===== config.mk =====
export PLATFORM = sky130hd
export DESIGN_NAME = ysyx_24080014_lsu
export DESIGN_NICKNAME = d
export VERILOG_FILES = /design/src/rtl/ysyx_24080014_defs.sv /design/src/rtl/ysyx_24080014_lsu_align.sv /design/src/rtl/ysyx_24080014_lsu.sv
export SDC_FILE = /design/constraint.sdc
export NUM_CORES = 1
export LEC_CHECK = 0
export ABC_AREA = 1
export CAP_MARGIN = 20
export CORE_MARGIN = 4
export CORE_UTILIZATION = 47
export CTS_CLUSTER_DIAMETER = 120
export DETAILED_ROUTE_END_ITERATION = 8
export GPL_TIMING_DRIVEN = 0
export PLACE_DENSITY = 0.83
export SYNTH_ARGS = -nofsm -noshare
export SYNTH_HDL_FRONTEND = slang
export SYNTH_SLANG_ARGS = --single-unit

===== constraint.sdc =====
create_clock -name clk -period 3.2 [get_ports clk]
set_input_delay 0.32 -clock clk [delete_from_list [all_inputs] [get_ports clk]]
set_output_delay 0.32 -clock clk [all_outputs]
set_load 0.05 [all_outputs]

===== src/rtl/ysyx_24080014_defs.sv =====
// Shared constants for the ysyx_24080014 load/store unit.
// funct3 encodings, FSM state codes and the default WAIT timeout.
package ysyx_24080014_defs;

  localparam int LSU_TIMEOUT = 16;

  localparam logic [2:0] F3_LB  = 3'b000;
  localparam logic [2:0] F3_LH  = 3'b001;
  localparam logic [2:0] F3_LW  = 3'b010;
  localparam logic [2:0] F3_LBU = 3'b100;
  localparam logic [2:0] F3_LHU = 3'b101;
  localparam logic [2:0] F3_SB  = 3'b000;
  localparam logic [2:0] F3_SH  = 3'b001;
  localparam logic [2:0] F3_SW  = 3'b010;

  typedef logic [1:0] lsu_state_t;

  localparam lsu_state_t S_IDLE = 2'd0;
  localparam lsu_state_t S_REQ  = 2'd1;
  localparam lsu_state_t S_WAIT = 2'd2;
  localparam lsu_state_t S_DONE = 2'd3;

endpackage


===== src/rtl/ysyx_24080014_lsu_align.sv =====
// Combinational lane logic: byte mask, store shift, misalign, load extract.
// i_funct3/i_off select width and lane; o_* are the derived lane values.
module ysyx_24080014_lsu_align
  import ysyx_24080014_defs::*;
(
  input  logic [2:0]  i_funct3,
  input  logic [1:0]  i_off,
  input  logic [31:0] i_sdata,
  input  logic [31:0] i_rdata,
  output logic [3:0]  o_wmask,
  output logic [31:0] o_wdata,
  output logic        o_misalign,
  output logic [31:0] o_ldata
);

  logic [4:0]  w_sh;
  logic [31:0] w_word;

  assign w_sh    = {i_off, 3'b000};
  assign o_wdata = i_sdata << w_sh;
  assign w_word  = i_rdata >> w_sh;

  // Unsupported encodings fall into default and count as misaligned.
  always_comb begin
    o_misalign = 1'b1;
    case (i_funct3)
      F3_LB, F3_LBU: o_misalign = 1'b0;
      F3_LH, F3_LHU: o_misalign = i_off[0];
      F3_LW:         o_misalign = |i_off;
      default:       o_misalign = 1'b1;
    endcase
  end

  always_comb begin
    o_wmask = 4'b1111;
    case (i_funct3)
      F3_SB:   o_wmask = 4'b0001 << i_off;
      F3_SH:   o_wmask = 4'b0011 << i_off;
      default: o_wmask = 4'b1111;
    endcase
  end

  always_comb begin
    o_ldata = '0;
    case (i_funct3)
      F3_LB:   o_ldata = {{24{w_word[7]}}, w_word[7:0]};
      F3_LBU:  o_ldata = {24'b0, w_word[7:0]};
      F3_LH:   o_ldata = {{16{w_word[15]}}, w_word[15:0]};
      F3_LHU:  o_ldata = {16'b0, w_word[15:0]};
      F3_LW:   o_ldata = w_word;
      default: o_ldata = '0;
    endcase
  end

endmodule


===== src/rtl/ysyx_24080014_lsu.sv =====
// Load/store unit: EXU request in, one word-aligned memory access, result to WBU.
// Ports: EXU side (in_*, is_*, funct3, addr, store_data), WBU side (out_*), mem_* bus.
module ysyx_24080014_lsu
  import ysyx_24080014_defs::*;
#(
  parameter int TIMEOUT = LSU_TIMEOUT
) (
  input  logic        clk,
  input  logic        rst,
  input  logic        in_valid,
  output logic        in_ready,
  input  logic        is_load,
  input  logic        is_store,
  input  logic [2:0]  funct3,
  input  logic [31:0] addr,
  input  logic [31:0] store_data,
  output logic        out_valid,
  input  logic        out_ready,
  output logic [31:0] load_data,
  output logic        misalign,
  output logic        mem_err,
  output logic        mem_valid,
  output logic        mem_ren,
  output logic        mem_wen,
  output logic [7:0]  mem_wmask,
  output logic [31:0] mem_raddr,
  output logic [31:0] mem_waddr,
  output logic [31:0] mem_din,
  input  logic        mem_ready,
  input  logic [31:0] mem_dout
);

  localparam int CW = (TIMEOUT < 2) ? 1 : $clog2(TIMEOUT);

  lsu_state_t    r_state;
  logic [31:0]   r_addr;
  logic [31:0]   r_sdata;
  logic [31:0]   r_data;
  logic [2:0]    r_f3;
  logic          r_load;
  logic          r_store;
  logic          r_mis;
  logic          r_err;
  logic [CW-1:0] r_cnt;

  logic          w_idle;
  logic          w_req;
  logic          w_wait;
  logic          w_done;
  logic [2:0]    w_f3;
  logic [1:0]    w_off;
  logic [3:0]    w_mask;
  logic [31:0]   w_wdata;
  logic [31:0]   w_ldata;
  logic          w_mis;

  assign w_idle = (r_state == S_IDLE);
  assign w_req  = (r_state == S_REQ);
  assign w_wait = (r_state == S_WAIT);
  assign w_done = (r_state == S_DONE);

  // In IDLE the misalign decision must come from the live request;
  // afterwards everything is derived from the latched copy.
  assign w_f3  = w_idle ? funct3 : r_f3;
  assign w_off = w_idle ? addr[1:0] : r_addr[1:0];

  ysyx_24080014_lsu_align u_align (
    .i_funct3   (w_f3),
    .i_off      (w_off),
    .i_sdata    (r_sdata),
    .i_rdata    (mem_dout),
    .o_wmask    (w_mask),
    .o_wdata    (w_wdata),
    .o_misalign (w_mis),
    .o_ldata    (w_ldata)
  );

  assign in_ready  = w_idle;
  assign out_valid = w_done;
  assign load_data = r_data;
  assign misalign  = r_mis;
  assign mem_err   = r_err;
  assign mem_valid = w_req;
  assign mem_ren   = w_req & r_load;
  assign mem_wen   = w_req & r_store;
  assign mem_raddr = {r_addr[31:2], 2'b00};
  assign mem_waddr = {r_addr[31:2], 2'b00};
  assign mem_din   = mem_wen ? w_wdata : '0;
  assign mem_wmask = {4'b0000, mem_wen ? w_mask : 4'b0000};

  always_ff @(posedge clk) begin
    if (rst) begin
      r_state <= S_IDLE;
      r_addr  <= '0;
      r_sdata <= '0;
      r_data  <= '0;
      r_f3    <= '0;
      r_load  <= 1'b0;
      r_store <= 1'b0;
      r_mis   <= 1'b0;
      r_err   <= 1'b0;
      r_cnt   <= '0;
    end else begin
      unique case (r_state)
        S_IDLE: begin
          if (in_valid) begin
            r_addr  <= addr;
            r_sdata <= store_data;
            r_f3    <= funct3;
            r_load  <= is_load;
            r_store <= is_store;
            r_data  <= '0;
            r_err   <= 1'b0;
            r_cnt   <= '0;
            if (!(is_load | is_store)) begin
              r_mis   <= 1'b0;
              r_state <= S_DONE;
            end else if (w_mis) begin
              r_mis   <= 1'b1;
              r_state <= S_DONE;
            end else begin
              r_mis   <= 1'b0;
              r_state <= S_REQ;
            end
          end
        end
        S_REQ: begin
          if (!r_load) begin
            r_state <= S_DONE;
          end else if (mem_ready) begin
            r_data  <= w_ldata;
            r_state <= S_DONE;
          end else begin
            r_state <= S_WAIT;
          end
        end
        S_WAIT: begin
          if (mem_ready) begin
            r_data  <= w_ldata;
            r_state <= S_DONE;
          end else if (r_cnt == CW'(TIMEOUT - 1)) begin
            r_err   <= 1'b1;
            r_state <= S_DONE;
          end else begin
            r_cnt <= r_cnt + 1'b1;
          end
        end
        S_DONE: begin
          if (out_ready) begin
            r_state <= S_IDLE;
          end
        end
        default: r_state <= S_IDLE;
      endcase
    end
  end

endmodule

==> run metrics, run 1 <==
Rows 41; DRT iter0 DRCs 523; Max Clk Rate 328 MHz; vias in the first global route 6695; Synth Instances 925; Clk pwr share 13.8%; sw frac 51.0%; final hold violations 0; P_leak 3.95 nW; antenna viol nets, final 0; Post-Synth Simple-Gate Area 28.1%; Cell variety after synth 32; largest family of logic cells by synthesized area simple AND/OR/NAND/NOR gates; unrepaired setup endpoints after global routing no; TritonCTS clock tree done; post-synth top area cell dfxtp_1; largest cells by area after synthesis dfxtp_1 (35%), nand2_1 (11%), o21ai_0 (9.8%), buf_4 (9.4%), nor2_1 (9.1%); layout cells sized above 1 15.9%; Tcrit/Tclk final 95.3%; Worst Skew 0.00669 ns; register area 2180 sq um; effective utilization at floorplan 48.5%; Seq pwr share 23.0%; crit-path max FO 10; synthesis-to-finish area growth 45.6%; post-synthesis adder-cell area fraction 1.01%; Worst-Margin Slew 0.608 ns; synthesized area 6170 sq um; Int Power 4.15 mW; top cell type's share of synthesized area 35.3%; Slew Limit Fails 0; All-Layer GR Usage 27.7%; boundary pin count 249; crit end category primary output; post-layout net count 1293; min Tclk post-route 3.05 ns; xor/xnor share of the synthesized area 0%; Max-cap violations 0; wire per inst 15.4 microns; hold slack 0.466 ns; clock buffer depth 2; Clk Latency, worst-skew pair 0.36 ns; compound-cell area share of the yosys netlist 18.0%; chip height 123 microns; die area 15000 sq um; critical path class flip-flop to primary output; pin count of the biggest net entering global routing 20; Die Width 123 microns; sequential share of the synthesized area 35.3%; clock tree root buffer cell clkbuf_16; Placement Setup Slack -0.135 ns; CTS buffer count 9; Synth Register Bits 109; drc violations 0; htree depth 3; commonest non-fill, non-tap cell in the layout clkdlybuf4s50_1; worst path required time 2.88 ns; DP HPWL 16700 microns; count of final setup violators 0; first-pass GRT wire length 33000 microns; input/output buffers 239; Critical Path Source Type flip-flop; mux contribution to synthesized area 0%; Final GP Congestion 0.933; syn_area_per_cell 6.67 sq um; drt pass-1 iters 5; run status completed; CTS Hold Bufs 0; initial antenna violation count 1; worst path arrival time 2.73 ns; post-layout util 70.6%; fillers 1161; Peak supply drop 0.561 mV; Vias 6809; Rel. slew slack 59.5%; Hold Crit Class flip-flop to flip-flop; GRT overflow 0; Routed WL 21000 microns; most frequent cells in the layout clkdlybuf4s50_1 (203), nand2_1 (173), nor2_1 (149); combinational share of power 63.2%; Final Power 8.48 mW; P_sw 4.33 mW; multi-input logic area 2970 sq um; Pwr Density 944 nW/um^2; core area 12700 sq um; Worst-path clk slew 0.07 ns; worst setup margin 0.151 ns; clock sinks 109; Vias/cell 5.01; Ys Warns 0
-- cell families after synthesis --
| kind of cell | after synthesis |
|---|---|
| other cells | 1 |
| flops | 109 |
| buf+inv | 200 |
| compound gates | 211 |
| simple gates | 399 |
| fa+ha+maj | 5 |
-- state kept, by name, summed over array words and instances (netlist names) --
register   count
load_data     32
mem_err        1
misalign       1
r_addr        32
r_cnt          4
r_f3           3
r_load         1
r_sdata       32
r_state        2
r_store        1
-- cells in the mapped netlist --
cell	n
nand2_1	176
nor2_1	149
o21ai_0	121
dfxtp_1	109
buf_4	77
inv_1	74
a21oi_1	69
nand3_1	41
clkbuf_1	27
buf_2	12
nand3_2	11
nand2_2	8
o32ai_1	8
o21ai_1	6
ha_1	5
inv_2	5
nor2_4	5
buf_6	3
nand2_4	3
a211oi_1	2
buf_1	2
nand3_4	2
a22oi_1	1
conb_1	1
nand3b_1	1
nand4_1	1
o21a_1	1
o21ai_4	1
o22ai_1	1
o31ai_1	1
or2_1	1
or2_2	1
-- per-stage QoR --
step	instances	TNS [ns]	cell area (sq um)
final	1360	0	8990
after global routing	1360	0	8990
after CTS	1359	0	9150
after detailed placement	1343	-0.676	8820
after global placement	1343	-0.365	8820
after floorplan	932	-0.469	6210
-- worst max-delay path: stages (launching register included) --
cell,delay (ns)
dfxtp_1,0.43
inv_1,0.10
ha_1,0.29
nand2_1,0.15
inv_1,0.08
nor2_4,0.21
buf_2,0.26
buf_2,0.25
nand2_1,0.08
a21oi_1,0.12
clkdlybuf4s15_2,0.40
-- path summary, 6_finish.rpt --
path | end | cells past startpoint | slack [ns] | from
max reg2reg | r_addr[7]$_SDFFE_PP0P_ | 8 | 0.84 | r_state[0]$_SDFFE_PP0P_
min reg2reg | load_data[1]$_SDFFE_PP0P_ | 2 | 0.47 | load_data[1]$_SDFFE_PP0P_
min | load_data[1]$_SDFFE_PP0P_ | 2 | 0.47 | load_data[1]$_SDFFE_PP0P_
max | mem_din[19] | 10 | 0.15 | r_state[0]$_SDFFE_PP0P_
-- timing repair --
item | CTS | global route
buffers inserted | 0 | 0
endpoints found under the setup margin | 36 | 35
resized for setup | 105 | 72
-- power by group through the flow --
stage / logic [mW] / registers (mW) / clock network [mW]
after detailed placement: 5.32 / 1.97 / 0
after global routing: 5.81 / 2.00 / 1.24
after CTS: 5.34 / 1.95 / 1.17
after global placement: 5.25 / 1.96 / 0
after floorplan: 3.59 / 2.19 / 0
final: 5.36 / 1.95 / 1.17
-- cell type report --
class	instances	area share, %
Multi-Input combinational cell	623	33.0
Buffer	121	8.74
Tap cell	172	2.39
Sequential cell	109	24.3
Antenna cell	1	0.0278
Clock buffer	10	2.55
Timing Repair Buffer	239	24.8
Inverter	79	3.30
Clock inverter	6	0.877
-- metal layers --
metal / track usage, % / routed length, microns
met4: 9.45 / 617
met3: 6.96 / 1670
met5: 0 / 0
met2: 47.1 / 9940
met1: 34.3 / 8770
No activity file was read; power rests on OpenSTA's default activity.
==> run 2: changes to the inputs <==
Settings changed: CORE_UTILIZATION 47 to 40, PLACE_DENSITY 0.83 to 0.75.
Clock period 3.2 ns to 2.8 ns, I/O delays scaled along.
==> run metrics, run 2 (synthesis results as in run 1) <==
pin count of the biggest net entering global routing 20 (unchanged); Peak supply drop 0.535 mV (-4.8%); post-layout net count 1293 (unchanged); Slew Limit Fails 0 (unchanged); Placed Cells incl. Taps 1359 (+1.2%); CTS buffer count 9 (unchanged); Rel. slew slack 55.6% (-3.8 points); worst path required time 2.52 ns (-0.36 ns); wire per inst 15.6 microns (+0.92%); initial antenna violation count 0 (-1); Vias 6851 (+0.62%); M1 GR Usage 29.6% (-4.7 points); DRT iter0 DRCs 355 (-32%); Rows 45 (+9.8%); met3 Usage GRT 6.60% (-0.36 points); All-Layer GR Usage 23.9% (-3.9 points); htree depth 3 (unchanged); Worst path slowest cell dfxtp_1; Final Power 9.87 mW (+16%); chip height 132 microns (+7.9%); final cell count without fillers 1375 (+1.1%); Max Clk Rate 369 MHz; run status completed; most frequent cells in the layout clkdlybuf4s50_1 (202), nand2_1 (172), nor2_1 (149); boundary pin count 249 (unchanged); most used cell, CP inv_1; P_leak 4.01 nW (+1.4%); first-pass GRT wire length 33800 microns (+2.5%); Worst-Margin Slew 0.666 ns (+0.0577 ns); met2 GRT Util 40.6% (-6.6 points); CP delay by family, top buffers and inverters; Clk Latency, worst-skew pair 0.36 ns (about the same); Die Width 132 microns (+7.9%); commonest non-fill, non-tap cell in the layout clkdlybuf4s50_1; Pwr Density 1080 nW/um^2 (+14%); Worst Path Buf+Inv 5 (unchanged); Worst-path clk slew 0.07 ns (about the same); clock sinks 109 (unchanged); min Tclk post-route 2.71 ns; GRT overflow 0 (unchanged); Antenna Cells 0 (-1); Critical Path Max Stage Delay 0.37 ns (-0.06 ns); Hold Crit Class primary input to flip-flop; clock buffer depth 2 (unchanged); Vias/cell 4.98 (-0.48%); core area 15100 sq um (+19%); effective utilization at floorplan 40.8% (-7.8 points); TritonCTS clock tree done; Max-cap violations 0 (unchanged); Tcrit/Tclk final 96.9%; drt pass-1 iters 5 (unchanged); crit-path max FO 10 (unchanged); final hold violations 0 (unchanged); drc violations 0 (unchanged); Final GP Congestion 0.934 (about the same); crit end category primary output; synthesis-to-finish area growth 48.6%; Worst Skew 0.0128 ns (+0.00613 ns); worst path arrival time 2.43 ns (-0.30 ns); DP HPWL 17000 microns (+1.9%); GR peak layer met2; cells along the critical path inv_1, ha_4, buf_6, nand2_2, nand2_4, clkbuf_2, o21ai_0, inv_1, nor2_1, buf_2; Routed WL 21400 microns (+2.0%); critical path class flip-flop to primary output; die area 17500 sq um (+16%); CTS Hold Bufs 0 (unchanged); setup_tns 0 ns (unchanged); Critical Path Source Type flip-flop; count of final setup violators 0 (unchanged); clock tree root buffer cell clkbuf_16; post-layout util 60.6% (-10 points); input/output buffers 239 (unchanged); antenna viol nets, final 0 (unchanged); layout cells sized above 1 17.4% (+1.5 points); vias in the first global route 6541 (-2.3%)
-- run 2: cell count changes in the layout (fill, tap and decap cells not counted), moves of 2 or more --
cell             previous run  this run
o32ai_2                     2         4
buf_4                      78        88
clkbuf_2                   14         3
clkbuf_1                   25        23
inv_8                       2         0
a21oi_1                    69        62
clkbuf_4                    1         7
a21oi_2                     0         7
buf_6                       3         8
clkdlybuf4s15_2             2         0
o32ai_1                     6         3
o21ai_0                   120       118
buf_2                      34        26
-- run 2: path summary, 6_finish.rpt --
| kind | start | end | slack, ns | cells after the start |
|---|---|---|---|---|
| max | r_state[1]$_SDFFE_PP0P_ | mem_din[8] | 0.09 | 10 |
| min | rst | load_data[31]$_SDFFE_PP0P_ | 0.46 | 2 |
| max reg2reg | r_state[1]$_SDFFE_PP0P_ | r_sdata[15]$_SDFFE_PP0P_ | 0.55 | 7 |
| min reg2reg | r_cnt[3]$_SDFFE_PP0P_ | r_cnt[3]$_SDFFE_PP0P_ | 0.46 | 2 |
-- run 2: per-stage QoR --
stage / instance area [sq um] / hold slack, ns / setup WS, ns
detailed placement: 8880 / 0.453 / -0.588
CTS: 9150 / 0.464 / 0.0110
floorplan: 6260 / 0.428 / -0.449
global placement: 8880 / 0.444 / -0.562
global route: 9170 / 0.477 / -0.00461
finish: 9170 / 0.457 / 0.0878
-- run 2: routing by layer --
metal,share of wire [%],vias to the layer above
met5,0,-
met4,2.3,0
met3,8.4,39
met2,47,280
met1,42,3132
li1,-,3400
-- run 2: repair_timing --
item / CTS / global route
buffers inserted: 2 / 0
endpoints found under the setup margin: 36 / 34
gates resized for setup: 220 / 13
pin swaps: 2 / 0
-- run 2: power by group --
group	switching [mW]	leakage [nW]	internal [mW]	total (mW)
sequential	0.283	0.895	1.95	2.23
clock	0.614	0.153	0.726	1.34
combinational	4.12	2.96	2.18	6.30
total	5.02	4.01	4.85	9.87
-- run 2: final cells by class --
class	count	area [sq um]
Sequential cell	109	2180
Timing Repair Buffer	241	2300
Clock buffer	10	239
Inverter	79	297
Fill cell	1404	5970
Buffer	119	791
Multi-Input combinational cell	623	3060
Tap cell	188	235
Clock inverter	6	70.1
